$ cat src/rtl/s1s2_pkg.sv
`default_nettype none
// ============================================================================
//  Module      : s1s2_pkg
//  Description : Constants and FSM state type shared by both ends of the
//                S1->S2 serial link (frame geometry, bank size).
//  Revision    : 1.0 - initial release
// ============================================================================
package s1s2_pkg;

    localparam int AW        = 3;        // address bits per frame / RB width
    localparam int DW        = 18;       // data bits per frame / RB word width
    localparam int N_WORDS   = 8;        // words transferred per session
    localparam int FRAME_LEN = AW + DW;  // bits with sen low per frame

    typedef enum logic [1:0] {
        RD   = 2'd0,   // bank address presented, waiting for read data
        SEND = 2'd1,   // shifting frame bits out
        GAP  = 2'd2,   // one idle cycle between frames
        DONE = 2'd3    // all words sent
    } s1_state_t;

endpackage
`default_nettype wire

$ cat src/rtl/s1_piso.sv
`default_nettype none
// ============================================================================
//  Module      : s1_piso
//  Description : Parallel-load, MSB-first shift register. Zeros are shifted
//                in at the LSB end, so after WIDTH shifts the MSB reads 0.
//  Revision    : 1.0 - initial release
// ============================================================================
module s1_piso #(
    parameter int WIDTH = 21
) (
    input  logic             clk,
    input  logic             rst,
    input  logic             load,
    input  logic             shift,
    input  logic [WIDTH-1:0] d,
    output logic             msb
);

    logic [WIDTH-1:0] r_q;

    // Load has priority over shift; both are single-cycle strobes.
    always_ff @(posedge clk) begin
        if (rst) begin
            r_q <= '0;
        end else if (load) begin
            r_q <= d;
        end else if (shift) begin
            r_q <= {r_q[WIDTH-2:0], 1'b0};
        end
    end

    assign msb = r_q[WIDTH-1];

endmodule
`default_nettype wire

$ cat src/rtl/s1_tx.sv
`default_nettype none
// ============================================================================
//  Module      : s1_tx
//  Description : S1 side of the S1->S2 serial link. Reads the N_WORDS words
//                of bank RB1 and sends each as a frame of AW address bits
//                followed by DW data bits (both MSB first) on sen/sd, then
//                raises S1_done.
//  Revision    : 1.0 - initial release
// ============================================================================
module s1_tx #(
    parameter int AW      = s1s2_pkg::AW,
    parameter int DW      = s1s2_pkg::DW,
    parameter int N_WORDS = s1s2_pkg::N_WORDS
) (
    input  logic          clk,
    input  logic          rst,
    output logic          RB1_RW,
    output logic [AW-1:0] RB1_A,
    input  logic [DW-1:0] RB1_Q,
    output logic          sen,
    output logic          sd,
    output logic          S1_done
);

    import s1s2_pkg::*;

    localparam int            c_FRAME_LEN = AW + DW;
    localparam int            c_BW        = $clog2(c_FRAME_LEN);
    localparam logic [c_BW-1:0] c_LAST_BIT  = c_BW'(c_FRAME_LEN - 1);
    localparam logic [AW-1:0]   c_LAST_WORD = AW'(N_WORDS - 1);

    s1_state_t          r_state,   w_state_n;
    logic               r_rd_wait, w_rd_wait_n;
    logic [AW-1:0]      r_word,    w_word_n;
    logic [c_BW-1:0]    r_bit,     w_bit_n;
    logic [AW-1:0]      r_addr,    w_addr_n;
    logic               r_sen,     w_sen_n;
    logic               r_done,    w_done_n;

    logic                 w_load;
    logic                 w_shift;
    logic [AW-1:0]        w_load_word;
    logic [c_FRAME_LEN-1:0] w_load_data;
    logic                 w_msb;

    // Frame image: address field is the word counter, never a readback of RB1_A.
    assign w_load_data = {w_load_word, RB1_Q};

    s1_piso #(
        .WIDTH (c_FRAME_LEN)
    ) u_piso (
        .clk   (clk),
        .rst   (rst),
        .load  (w_load),
        .shift (w_shift),
        .d     (w_load_data),
        .msb   (w_msb)
    );

    // State, counters and registered outputs.
    always_ff @(posedge clk) begin
        if (rst) begin
            r_state   <= RD;
            r_rd_wait <= 1'b0;
            r_word    <= '0;
            r_bit     <= '0;
            r_addr    <= '0;
            r_sen     <= 1'b1;
            r_done    <= 1'b0;
        end else begin
            r_state   <= w_state_n;
            r_rd_wait <= w_rd_wait_n;
            r_word    <= w_word_n;
            r_bit     <= w_bit_n;
            r_addr    <= w_addr_n;
            r_sen     <= w_sen_n;
            r_done    <= w_done_n;
        end
    end

    // Next-state logic and shift-register controls.
    always_comb begin
        w_state_n   = r_state;
        w_rd_wait_n = r_rd_wait;
        w_word_n    = r_word;
        w_bit_n     = r_bit;
        w_addr_n    = r_addr;
        w_sen_n     = r_sen;
        w_done_n    = r_done;
        w_load      = 1'b0;
        w_shift     = 1'b0;
        w_load_word = r_word;

        case (r_state)
            RD: begin
                // First cycle after reset only lets the RB1 read data settle.
                if (!r_rd_wait) begin
                    w_rd_wait_n = 1'b1;
                end else begin
                    w_rd_wait_n = 1'b0;
                    w_load      = 1'b1;
                    w_sen_n     = 1'b0;
                    w_bit_n     = '0;
                    w_state_n   = SEND;
                    // Prefetch the next word; the address saturates at the last one.
                    if (r_addr != c_LAST_WORD) begin
                        w_addr_n = r_addr + 1'b1;
                    end
                end
            end

            SEND: begin
                // The shift on the final bit empties the register, so sd drops to 0.
                w_shift = 1'b1;
                if (r_bit == c_LAST_BIT) begin
                    w_sen_n = 1'b1;
                    if (r_word == c_LAST_WORD) begin
                        // Last frame: done rises together with the final sen rise.
                        w_state_n = DONE;
                        w_done_n  = 1'b1;
                    end else begin
                        w_state_n = GAP;
                    end
                end else begin
                    w_bit_n = r_bit + 1'b1;
                end
            end

            GAP: begin
                if (r_word < c_LAST_WORD) begin
                    // RB1_A was advanced at the previous load, so RB1_Q is already valid.
                    w_word_n    = r_word + 1'b1;
                    w_load_word = r_word + 1'b1;
                    w_load      = 1'b1;
                    w_sen_n     = 1'b0;
                    w_bit_n     = '0;
                    w_state_n   = SEND;
                    if (r_addr != c_LAST_WORD) begin
                        w_addr_n = r_addr + 1'b1;
                    end
                end else begin
                    w_state_n = DONE;
                    w_done_n  = 1'b1;
                end
            end

            DONE: begin
                w_sen_n  = 1'b1;
                w_done_n = 1'b1;
            end

            default: begin
                w_state_n = RD;
            end
        endcase
    end

    assign RB1_RW  = 1'b1;
    assign RB1_A   = r_addr;
    assign sen     = r_sen;
    assign sd      = w_msb;
    assign S1_done = r_done;

endmodule
`default_nettype wire
$ cat config.mk
export PLATFORM = sky130hd
export DESIGN_NAME = s1_tx
export DESIGN_NICKNAME = d
export VERILOG_FILES = /design/src/rtl/s1s2_pkg.sv /design/src/rtl/s1_piso.sv /design/src/rtl/s1_tx.sv
export SDC_FILE = /design/constraint.sdc
export NUM_CORES = 1
export LEC_CHECK = 0
export ABC_AREA = 1
export BUFFER_PORTS_ARGS = -buffer_cell sky130_fd_sc_hd__buf_2
export CELL_PAD_IN_SITES_DETAIL_PLACEMENT = 1
export CELL_PAD_IN_SITES_GLOBAL_PLACEMENT = 1
export CORE_MARGIN = 4
export CORE_UTILIZATION = 36
export DETAILED_ROUTE_END_ITERATION = 8
export PLACE_DENSITY_LB_ADDON = 0.1
export SLEW_MARGIN = 20
export SYNTH_ARGS = -nofsm -noshare
export SYNTH_HDL_FRONTEND = slang
export SYNTH_SLANG_ARGS = --single-unit
$ cat constraint.sdc
create_clock -name clk -period 1.55 [get_ports clk]
set_clock_uncertainty 0.1 [all_clocks]
set_input_delay 0.0775 -clock clk [delete_from_list [all_inputs] [get_ports clk]]
set_output_delay 0.0775 -clock clk [all_outputs]
set_load 0.05 [all_outputs]
==> flow_metrics.py, run 1 <==
metrics = {
    "yosys": {
        "synth_top_area_cell": "dfxtp_1",
        "yosysWarnings": 0,
        "synth_top_area_share_pct": 36.03,
        "synthesis.nets": 332,
        "syn_area_um2": 2056,
        "post_synth.cell_area_avg_um2": 6.830,
        "synth_area_leaders": "dfxtp_1 (36%), nand2_1 (12%), a21oi_1 (8.3%)",
        "ys_seq_elements": 37,
        "ys_seq_area_share_pct": 36.03,
        "synth_cell_types": 26,
        "syn_inst": 301,
    },
    "cells_and_area": {
        "final_area_um2": 2694,
        "regArea_um2": 743.2,
        "antenna_cells": 0,
        "drive_gt1_share_pct": 21.37,
        "fillers": 720,
        "syn_to_final_growth_pct": 31.04,
        "multi_input_area_um2": 1131,
        "nNetsFinal": 381,
        "finish.utilization_pct": 48.92,
        "final_cell_mix": "nand2_1 (62), dfxtp_1 (35), nor2_1 (34)",
        "final_common_cell": "nand2_1",
    },
    "placement": {
        "place_congestion": 0.7317,
        "dp_hpwl_um": 3764,
        "numPortBuffers": 25,
        "placedInstanceArea_um2": 2303,
    },
    "power_and_ir_drop": {
        "power_density_nw_per_um2": 1783,
        "p_leak_nw": 1.206,
        "fin_total_pwr_mw": 4.802,
        "ir_drop_uv": 744.9,
    },
    "clock_network": {
        "post_cts_buffers": 0,
        "cts_tree": "done",
        "cts.sinks": 37,
        "clockBufferDepth": 2,
        "clock-root-buffer": "clkbuf_8",
        "cts.clk_slew.worst_paths_ns": 0.08,
        "htreeDepth": 2,
        "cts_buffers": 5,
        "clk_latency_ns": 0.29,
    },
    "timing": {
        "finalHoldViolations": 0,
        "fin_tns_setup_ns": 0,
        "setup_viol": 0,
        "finalCriticalPeriod_ns": 1.475,
        "finalMaxSlewViolations": 0,
        "holdWs_ns": 0.03586,
        "rsz0062_at_grt": "true",
        "clock.fmax_mhz": 677.9,
        "period_share_pct": 95.17,
    },
    "setup_path": {
        "worstPathArrival_ns": 1.57,
        "start_kind": "flip-flop",
        "rrSetupSlack_ns": 0.07,
        "end_kind": "flip-flop",
        "path_class": "flip-flop to flip-flop",
        "crit_fanout": 6,
        "cp.required_ns": 1.64,
    },
    "global_route": {
        "grt_use_total_pct": 16.18,
        "grt_antenna_before_repair": 0,
        "grt_pass1_wl_um": 9239,
        "grt_pass1_vias": 1953,
        "overflow": 0,
        "grt_max_degree": 26,
    },
    "drt": {
        "vias": 2014,
        "wl_per_cell_um": 13.16,
        "routed_wl_um": 5568,
        "postRouteAntennaNets": 0,
        "route.detailed.drc": 0,
        "viasPerCell": 4.761,
        "drt_pass1_iterations": 4,
        "drt_iter0_markers": 70,
    },
    "die": {
        "initial_core_util_pct": 37.33,
        "dieArea_um2": 6983,
        "coreArea_um2": 5507,
        "die_y_um": 83.57,
        "die_w_um": 83.57,
        "io_pins": 27,
        "rows": 27,
    },
    "outcome": {
        "status": "finished clean",
    },
    "job": {
        "cap_violations": 0,
    },
    "hold_path": {
        "hold_path_class": "input port to flip-flop",
    },
}
power breakdown:
group / switching (mW) / leakage (nW) / internal, mW
registers: 0.150 / 0.304 / 1.26
clock network: 0.372 / 0.0681 / 0.640
logic: 1.48 / 0.834 / 0.901
total: 2.00 / 1.21 / 2.81
cell type report:
class | count | share of cell area [%]
Inverter | 36 | 5.109
Clock inverter | 3 | 2.415
Clock buffer | 5 | 2.555
Sequential cell | 37 | 27.59
Multi-Input combinational cell | 213 | 41.99
Tap cell | 72 | 3.344
Timing Repair Buffer | 57 | 17.00
per-layer routing:
metal	wire, um	share of wire (%)	track usage, %
met5	0	0	0
met4	76	1.4	5.263
met3	157	2.8	3.751
met2	2790	50	29.21
met1	2542	46	18.67
flip-flops by register name, indices dropped and copies added (netlist names):
| name | flops |
|---|---|
| u_piso.r_q | 21 |
| r_bit | 5 |
| RB1_A | 3 |
| r_word | 3 |
| r_state | 2 |
| S1_done | 1 |
| r_rd_wait | 1 |
| sen | 1 |
final timing paths:
check,from,end,cells after the start
max,r_state[0]$_SDFFE_PP0P_,r_bit[0]$_SDFFE_PP0P_,8
min,RB1_Q[16],u_piso.r_q[16]$_SDFFE_PP0P_,5
max reg2reg,r_state[0]$_SDFFE_PP0P_,r_bit[0]$_SDFFE_PP0P_,8
min reg2reg,S1_done$_SDFFE_PP0P_,S1_done$_SDFFE_PP0P_,2
synth_stat cells:
cell / instances
nand2_2: 6
nand2_1: 63
ha_1: 11
nand4_1: 4
o211ai_1: 3
nand2_4: 2
clkbuf_1: 3
nor2_1: 35
inv_2: 2
conb_1: 1
o211a_1: 1
a21oi_1: 34
dfxtp_1: 37
buf_6: 2
inv_1: 33
or2_2: 2
nand3b_1: 1
nor2_2: 1
o21ai_1: 11
buf_4: 4
buf_2: 7
nand3_2: 1
clkinv_1: 1
nand3_1: 11
o21ai_0: 23
nor2_4: 2
repair_timing:
item | 4_1_cts | 5_1_grt
gates cloned | 1 | 1
hold endpoints to repair | 17 | 0
setup endpoints to repair | 4 | 32
hold buffers | 17 | 0
pin swaps | 1 | 4
gates resized for setup | 3 | 13
logic make-up after synthesis:
logic type	Yosys count	synth area share, %
other	1	0.1824
AOI/OAI and AO/OA	72	18.14
DFF	37	36.03
buffers and inverters	52	11.38
and+or+nand+nor	128	27.57
adders and majority gates	11	6.695
critical path, cell delays in order, from the launching register on:
cell and delay [ns]:
dfxtp_1 0.33, inv_1 0.07, ha_2 0.22, nand2_1 0.10, nand2_1 0.09, nor2_4 0.20, nand2_4 0.08, o21ai_1 0.13
nor2_1 0.05
through the flow:
stage	cells	worst slack, ns
2_1_floorplan	301	0.01114
3_3_place_gp	396	-0.01099
3_5_place_dp	396	-0.03922
4_1_cts	422	-0.001442
5_1_grt	423	-0.05776
6_report	423	0.07494
Power figures use the tool's default switching activity.
==> run 2, diff against run 1 <==
- RECOVER_POWER: default -> 50
==> run 2 against run 1 <==
Count of clock-buffer cells in the layout unchanged. First-iteration DRC count up 2.9%. Die area is the same. Core utilization down 0.18 points. Via count down 0.60%. Critical path depth unchanged. Non-clock buffer count unchanged. Critical endpoint unchanged. Largest power group unchanged. Highest routed layer unchanged.
==> flow_metrics.py, run 2 (synthesized netlist as in run 1, its figures left out) <==
metrics = {
    "power_and_ir_drop": {
        "p_leak_nw": 1.184,
        "switching_share_pct": 41.87,
        "p_seq_share_pct": 29.6,
        "clkPwrFrac_pct": 21.2,
        "ir_drop_uv": 735.1,
        "comb_power_share_pct": 49.3,
        "power.switching_mw": 2.003,
        "power_density_nw_per_um2": 1782,
        "p_int_mw": 2.781,
    },
    "clock_network": {
        "clockBufferDepth": 2,
        "htreeDepth": 2,
        "cts.clk_slew.worst_paths_ns": 0.08,
        "cts.sinks": 37,
        "clock-root-buffer": "clkbuf_8",
        "clk_latency_ns": 0.29,
        "post_cts_buffers": 0,
        "cts_buffers": 5,
        "cts_tree": "done",
    },
    "drt": {
        "wl_per_cell_um": 13.23,
        "vias": 2002,
        "drt_pass1_iterations": 4,
        "route.detailed.drc": 0,
        "routed_wl_um": 5597,
        "postRouteAntennaNets": 0,
        "viasPerCell": 4.733,
        "drt_iter0_markers": 72,
    },
    "cells_and_area": {
        "largest_register_ffs": 21,
        "syn_to_final_growth_pct": 30.55,
        "nNetsFinal": 381,
        "antenna_cells": 0,
        "final_common_cell": "nand2_1",
        "finish.utilization_pct": 48.74,
        "final_cell_mix": "nand2_1 (62), dfxtp_1 (35), nor2_1 (34)",
        "max_flop_register": "u_piso.r_q",
        "reg.largest.list": "u_piso.r_q x21, r_bit x5",
        "drive_gt1_share_pct": 19.66,
    },
    "setup_path": {
        "crit_fanout": 6,
        "path_class": "flip-flop to flip-flop",
        "critical_path_buf_inv_count": 1,
        "rr_endpoint": "r_bit[0]$_SDFFE_PP0P_",
        "endpoint": "r_bit[0]$_SDFFE_PP0P_",
        "start_kind": "flip-flop",
        "end_kind": "flip-flop",
        "crit_chain": "inv_1, ha_2, nand2_1, nand2_1, nor2_4, nand2_4, o21ai_1, nor2_1",
        "worstPathArrival_ns": 1.57,
        "r2r_cells": 8,
        "cp_num_cells": 8,
        "slowest_delay_ns": 0.33,
        "startpoint": "r_state[0]$_SDFFE_PP0P_",
        "cp_common_cell": "nand2_1",
        "crit_family": "simple AND/OR/NAND/NOR gates",
        "rrSetupSlack_ns": 0.07,
        "crit_path_top_delay_cell": "dfxtp_1",
        "cp.required_ns": 1.64,
        "r2r-start": "r_state[0]$_SDFFE_PP0P_",
    },
    "global_route": {
        "grt_busiest_layer": "met2",
        "grt_antenna_before_repair": 0,
        "grtUsageMet3_pct": 3.751,
        "grt_max_degree": 26,
        "grt_use_total_pct": 16.18,
        "use_met1_pct": 18.67,
        "grt_pass1_vias": 1953,
        "grt_pass1_wl_um": 9239,
        "overflow": 0,
        "grtUsageMet2_pct": 29.21,
    },
    "placement": {
        "place_congestion": 0.7317,
        "dp_slack_ns": -0.03922,
        "dp_hpwl_um": 3764,
        "numPortBuffers": 25,
    },
    "die": {
        "dieArea_um2": 6983,
        "coreArea_um2": 5507,
        "rows": 27,
        "initial_core_util_pct": 37.33,
        "die_w_um": 83.57,
        "io_pins": 27,
        "die_y_um": 83.57,
    },
    "timing": {
        "tightest_slew_ns": 0.6139,
        "finalCriticalPeriod_ns": 1.475,
        "setup_viol": 0,
        "finalHoldViolations": 0,
        "max_slew_margin_pct": 59.25,
        "period_share_pct": 95.17,
        "setup_slack_ns": 0.07490,
        "holdWs_ns": 0.03351,
        "finalMaxSlewViolations": 0,
        "clock.fmax_mhz": 677.9,
        "rsz0062_at_grt": "true",
        "fin_tns_setup_ns": 0,
    },
    "job": {
        "cap_violations": 0,
    },
    "hold_path": {
        "hold_path_class": "input port to flip-flop",
        "hold_start": "RB1_Q[16]",
    },
    "outcome": {
        "status": "finished clean",
    },
}
## run 2: changes by cell type in the layout (fill, tap and decap cells not counted)
cell,before,now
buf_2,25,19
buf_4,10,8
clkbuf_1,0,6
clkbuf_2,0,1
clkbuf_4,0,1
## run 2: tightest hold or removal path, cell delays in order
cell     delay [ns]
buf_2          0.09
inv_1          0.05
nand2_1        0.05
nand2_1        0.05
a21oi_1        0.06
## run 2: routing by layer
layer  wire length [um]  part of all wire, %  up-vias
met4                 77                  1.4        0
met2               2812                   50       16
met3                151                  2.7        6
met1               2555                   46      924
met5                  0                    0        -
li1                   -                    -     1056
## run 2: layout make-up
class                   instances  area (um2)
inverters                      36       137.6
fillers                       720        2823
well taps                      72       90.09
clock inverters                 3       65.06
flip-flops and latches         37       743.2
repair buffers                 57       447.9
multi-input cells             213        1131
clock buffers                   5       68.82
## run 2: timing repair
| item | 4_1_cts | 5_1_grt |
|---|---|---|
| hold buffers | 17 | 0 |
| resized for setup | 3 | 13 |
| gates cloned | 1 | 1 |
| pin swaps | 1 | 4 |
| setup endpoints to repair | 4 | 32 |
| hold endpoints to repair | 17 | 0 |
## run 2: per-stage QoR
stage / area [um2] / total power, mW / instances
floorplan: 2057 / 3.046 / 301
global placement: 2303 / 3.569 / 396
detailed placement: 2303 / 3.600 / 396
CTS: 2625 / 4.721 / 422
global route: 2684 / 5.184 / 423
finish: 2684 / 4.784 / 423
## run 2: how the worst min path moves through the flow
stage | depth (start not counted) | to
finish | 5 | u_piso.r_q[16]$_SDFFE_PP0P_
global route | 5 | u_piso.r_q[16]$_SDFFE_PP0P_
CTS | 5 | u_piso.r_q[16]$_SDFFE_PP0P_
detailed placement | 3 | u_piso.r_q[8]$_SDFFE_PP0P_
global placement | 3 | u_piso.r_q[12]$_SDFFE_PP0P_
floorplan | 2 | u_piso.r_q[17]$_SDFFE_PP0P_
## run 2: power groups by stage
stage               clock network (mW)  registers (mW)  logic, mW
floorplan                            0            1.60       1.44
finish                            1.01            1.41       2.36
CTS                               1.04            1.41       2.27
global route                      1.08            1.45       2.65
global placement                     0            1.42       2.14
detailed placement                   0            1.43       2.17
==> run 3, diff against run 2 <==
- CELL_PAD_IN_SITES_GLOBAL_PLACEMENT: 1 -> 2
- CORE_UTILIZATION: 36 -> 28
==> run 3 against run 2 <==
Register-to-register slack barely moved. Maximum frequency rose by 0.18%. Cell area rose by 3.0%. Via count rose by 1.6%. Routed wire length rose by 2.3%. Hold slack got worse by 0.0080 ns. Global-route usage fell by 2.4 points. Combinational power rose by 2%. Clock power fell by 31%. Flip-flop and latch count did not move. Setup slack improved by 0.0026 ns. Largest power group unchanged. Highest routed layer unchanged.
==> flow_metrics.py, run 3 (synthesized netlist as in run 1, its figures left out) <==
metrics = {
    "drt": {
        "route.detailed.drc": 0,
        "postRouteAntennaNets": 0,
        "viasPerCell": 4.470,
        "drt_pass1_iterations": 4,
        "drt_iter0_markers": 43,
        "routed_wl_um": 5727,
        "wl_per_cell_um": 12.59,
        "vias": 2034,
    },
    "die": {
        "coreArea_um2": 6944,
        "rows": 30,
        "io_pins": 27,
        "die_y_um": 93.69,
        "initial_core_util_pct": 29.60,
        "die_w_um": 93.69,
        "dieArea_um2": 8777,
    },
    "global_route": {
        "grt_antenna_before_repair": 0,
        "grt_use_total_pct": 13.74,
        "grt_pass1_wl_um": 9632,
        "grt_max_degree": 22,
        "grtUsageMet3_pct": 2.804,
        "grtUsageMet2_pct": 21.05,
        "overflow": 0,
        "grt_pass1_vias": 2012,
        "use_met1_pct": 19.56,
        "grt_busiest_layer": "met2",
    },
    "clock_network": {
        "cts_tree": "done",
        "clock-root-buffer": "clkbuf_8",
        "clockBufferDepth": 2,
        "cts.sinks": 37,
        "htreeDepth": 2,
        "clk_latency_ns": 0.29,
        "cts.clk_slew.worst_paths_ns": 0.07,
        "cts_buffers": 5,
    },
    "power_and_ir_drop": {
        "fin_total_pwr_mw": 4.531,
        "ir_drop_uv": 605.7,
        "power_density_nw_per_um2": 1639,
        "p_leak_nw": 1.205,
    },
    "timing": {
        "period_share_pct": 95.00,
        "clock.fmax_mhz": 679.1,
        "setup_viol": 0,
        "tightest_slew_ns": 0.5987,
        "finalMaxSlewViolations": 0,
        "finalHoldViolations": 0,
        "finalCriticalPeriod_ns": 1.472,
        "max_slew_margin_pct": 60.25,
    },
    "cells_and_area": {
        "final_common_cell": "nand2_1",
        "max_flop_register": "u_piso.r_q",
        "drive_gt1_share_pct": 23.12,
        "nNetsFinal": 390,
        "finish.utilization_pct": 39.80,
        "syn_to_final_growth_pct": 34.45,
        "fillers": 894,
        "reg.largest.list": "u_piso.r_q x21, r_bit x5",
        "antenna_cells": 0,
        "final_cell_mix": "nand2_1 (60), nor2_1 (34), dfxtp_1 (33)",
        "largest_register_ffs": 21,
    },
    "setup_path": {
        "cp.required_ns": 1.64,
        "start_kind": "flip-flop",
        "crit_fanout": 6,
        "path_class": "flip-flop to flip-flop",
        "end_kind": "flip-flop",
        "worstPathArrival_ns": 1.56,
    },
    "job": {
        "cap_violations": 0,
    },
    "placement": {
        "place_congestion": 0.7659,
        "dp_hpwl_um": 4080,
        "numPortBuffers": 25,
    },
    "hold_path": {
        "hold_path_class": "input port to flip-flop",
    },
    "outcome": {
        "status": "finished clean",
    },
}
run 3: layout make-up:
class / count / area (um2) / area share (%)
Clock buffer: 7 / 86.33 / 3.124
Inverter: 36 / 137.6 / 4.980
Tap cell: 96 / 120.1 / 4.346
Sequential cell: 37 / 748.2 / 27.07
Multi-Input combinational cell: 213 / 1179 / 42.64
Timing Repair Buffer: 66 / 493.0 / 17.84
run 3: stage by stage:
step	instances	hold slack (ns)	setup slack, ns	TNS (ns)	cell area (um2)
floorplan	301	0.1092	0.01114	0	2057
global placement	428	0.1974	-0.03379	-0.09345	2394
detailed placement	428	0.2084	-0.06529	-0.3872	2394
CTS	453	0.02124	0.008595	0	2673
global route	455	0.06775	-0.03416	-0.04418	2764
finish	455	0.02547	0.07751	0	2764
run 3: timing repair:
action | 4_1_cts | 5_1_grt
gates resized for setup | 6 | 20
hold buffers | 17 | 0
hold endpoints to repair | 17 | 0
buffers inserted | 0 | 2
cloned | 1 | 0
setup endpoints to repair | 17 | 26
pin swaps | 2 | 5
run 3: final timing paths:
check	slack [ns]	endpoint	start	cells past startpoint
worst max-delay path	0.08	r_bit[0]$_SDFFE_PP0P_	r_state[0]$_SDFFE_PP0P_	8
worst min-delay path	0.03	u_piso.r_q[16]$_SDFFE_PP0P_	RB1_Q[16]	5
worst max register to register	0.08	r_bit[0]$_SDFFE_PP0P_	r_state[0]$_SDFFE_PP0P_	8
worst min register to register	0.35	S1_done$_SDFFE_PP0P_	S1_done$_SDFFE_PP0P_	2
run 3: per-layer routing:
metal | routed length (um) | vias to the layer above
met5 | 0 | -
met4 | 46 | 0
met3 | 203 | 7
met2 | 2571 | 27
met1 | 2906 | 926
li1 | - | 1074
run 3: critical path: stages, from the launching register on:
cell	delay, ns
dfxtp_2	0.34
inv_4	0.08
ha_4	0.17
nand2_2	0.08
nor2_4	0.19
nor2_4	0.08
buf_4	0.14
a21oi_1	0.13
nor2_1	0.06
run 3: where the power goes:
| group | internal (mW) | switching, mW | leakage, nW |
|---|---|---|---|
| Sequential | 1.27 | 0.158 | 0.305 |
| Combinational | 0.907 | 1.50 | 0.855 |
| Clock | 0.353 | 0.344 | 0.0443 |
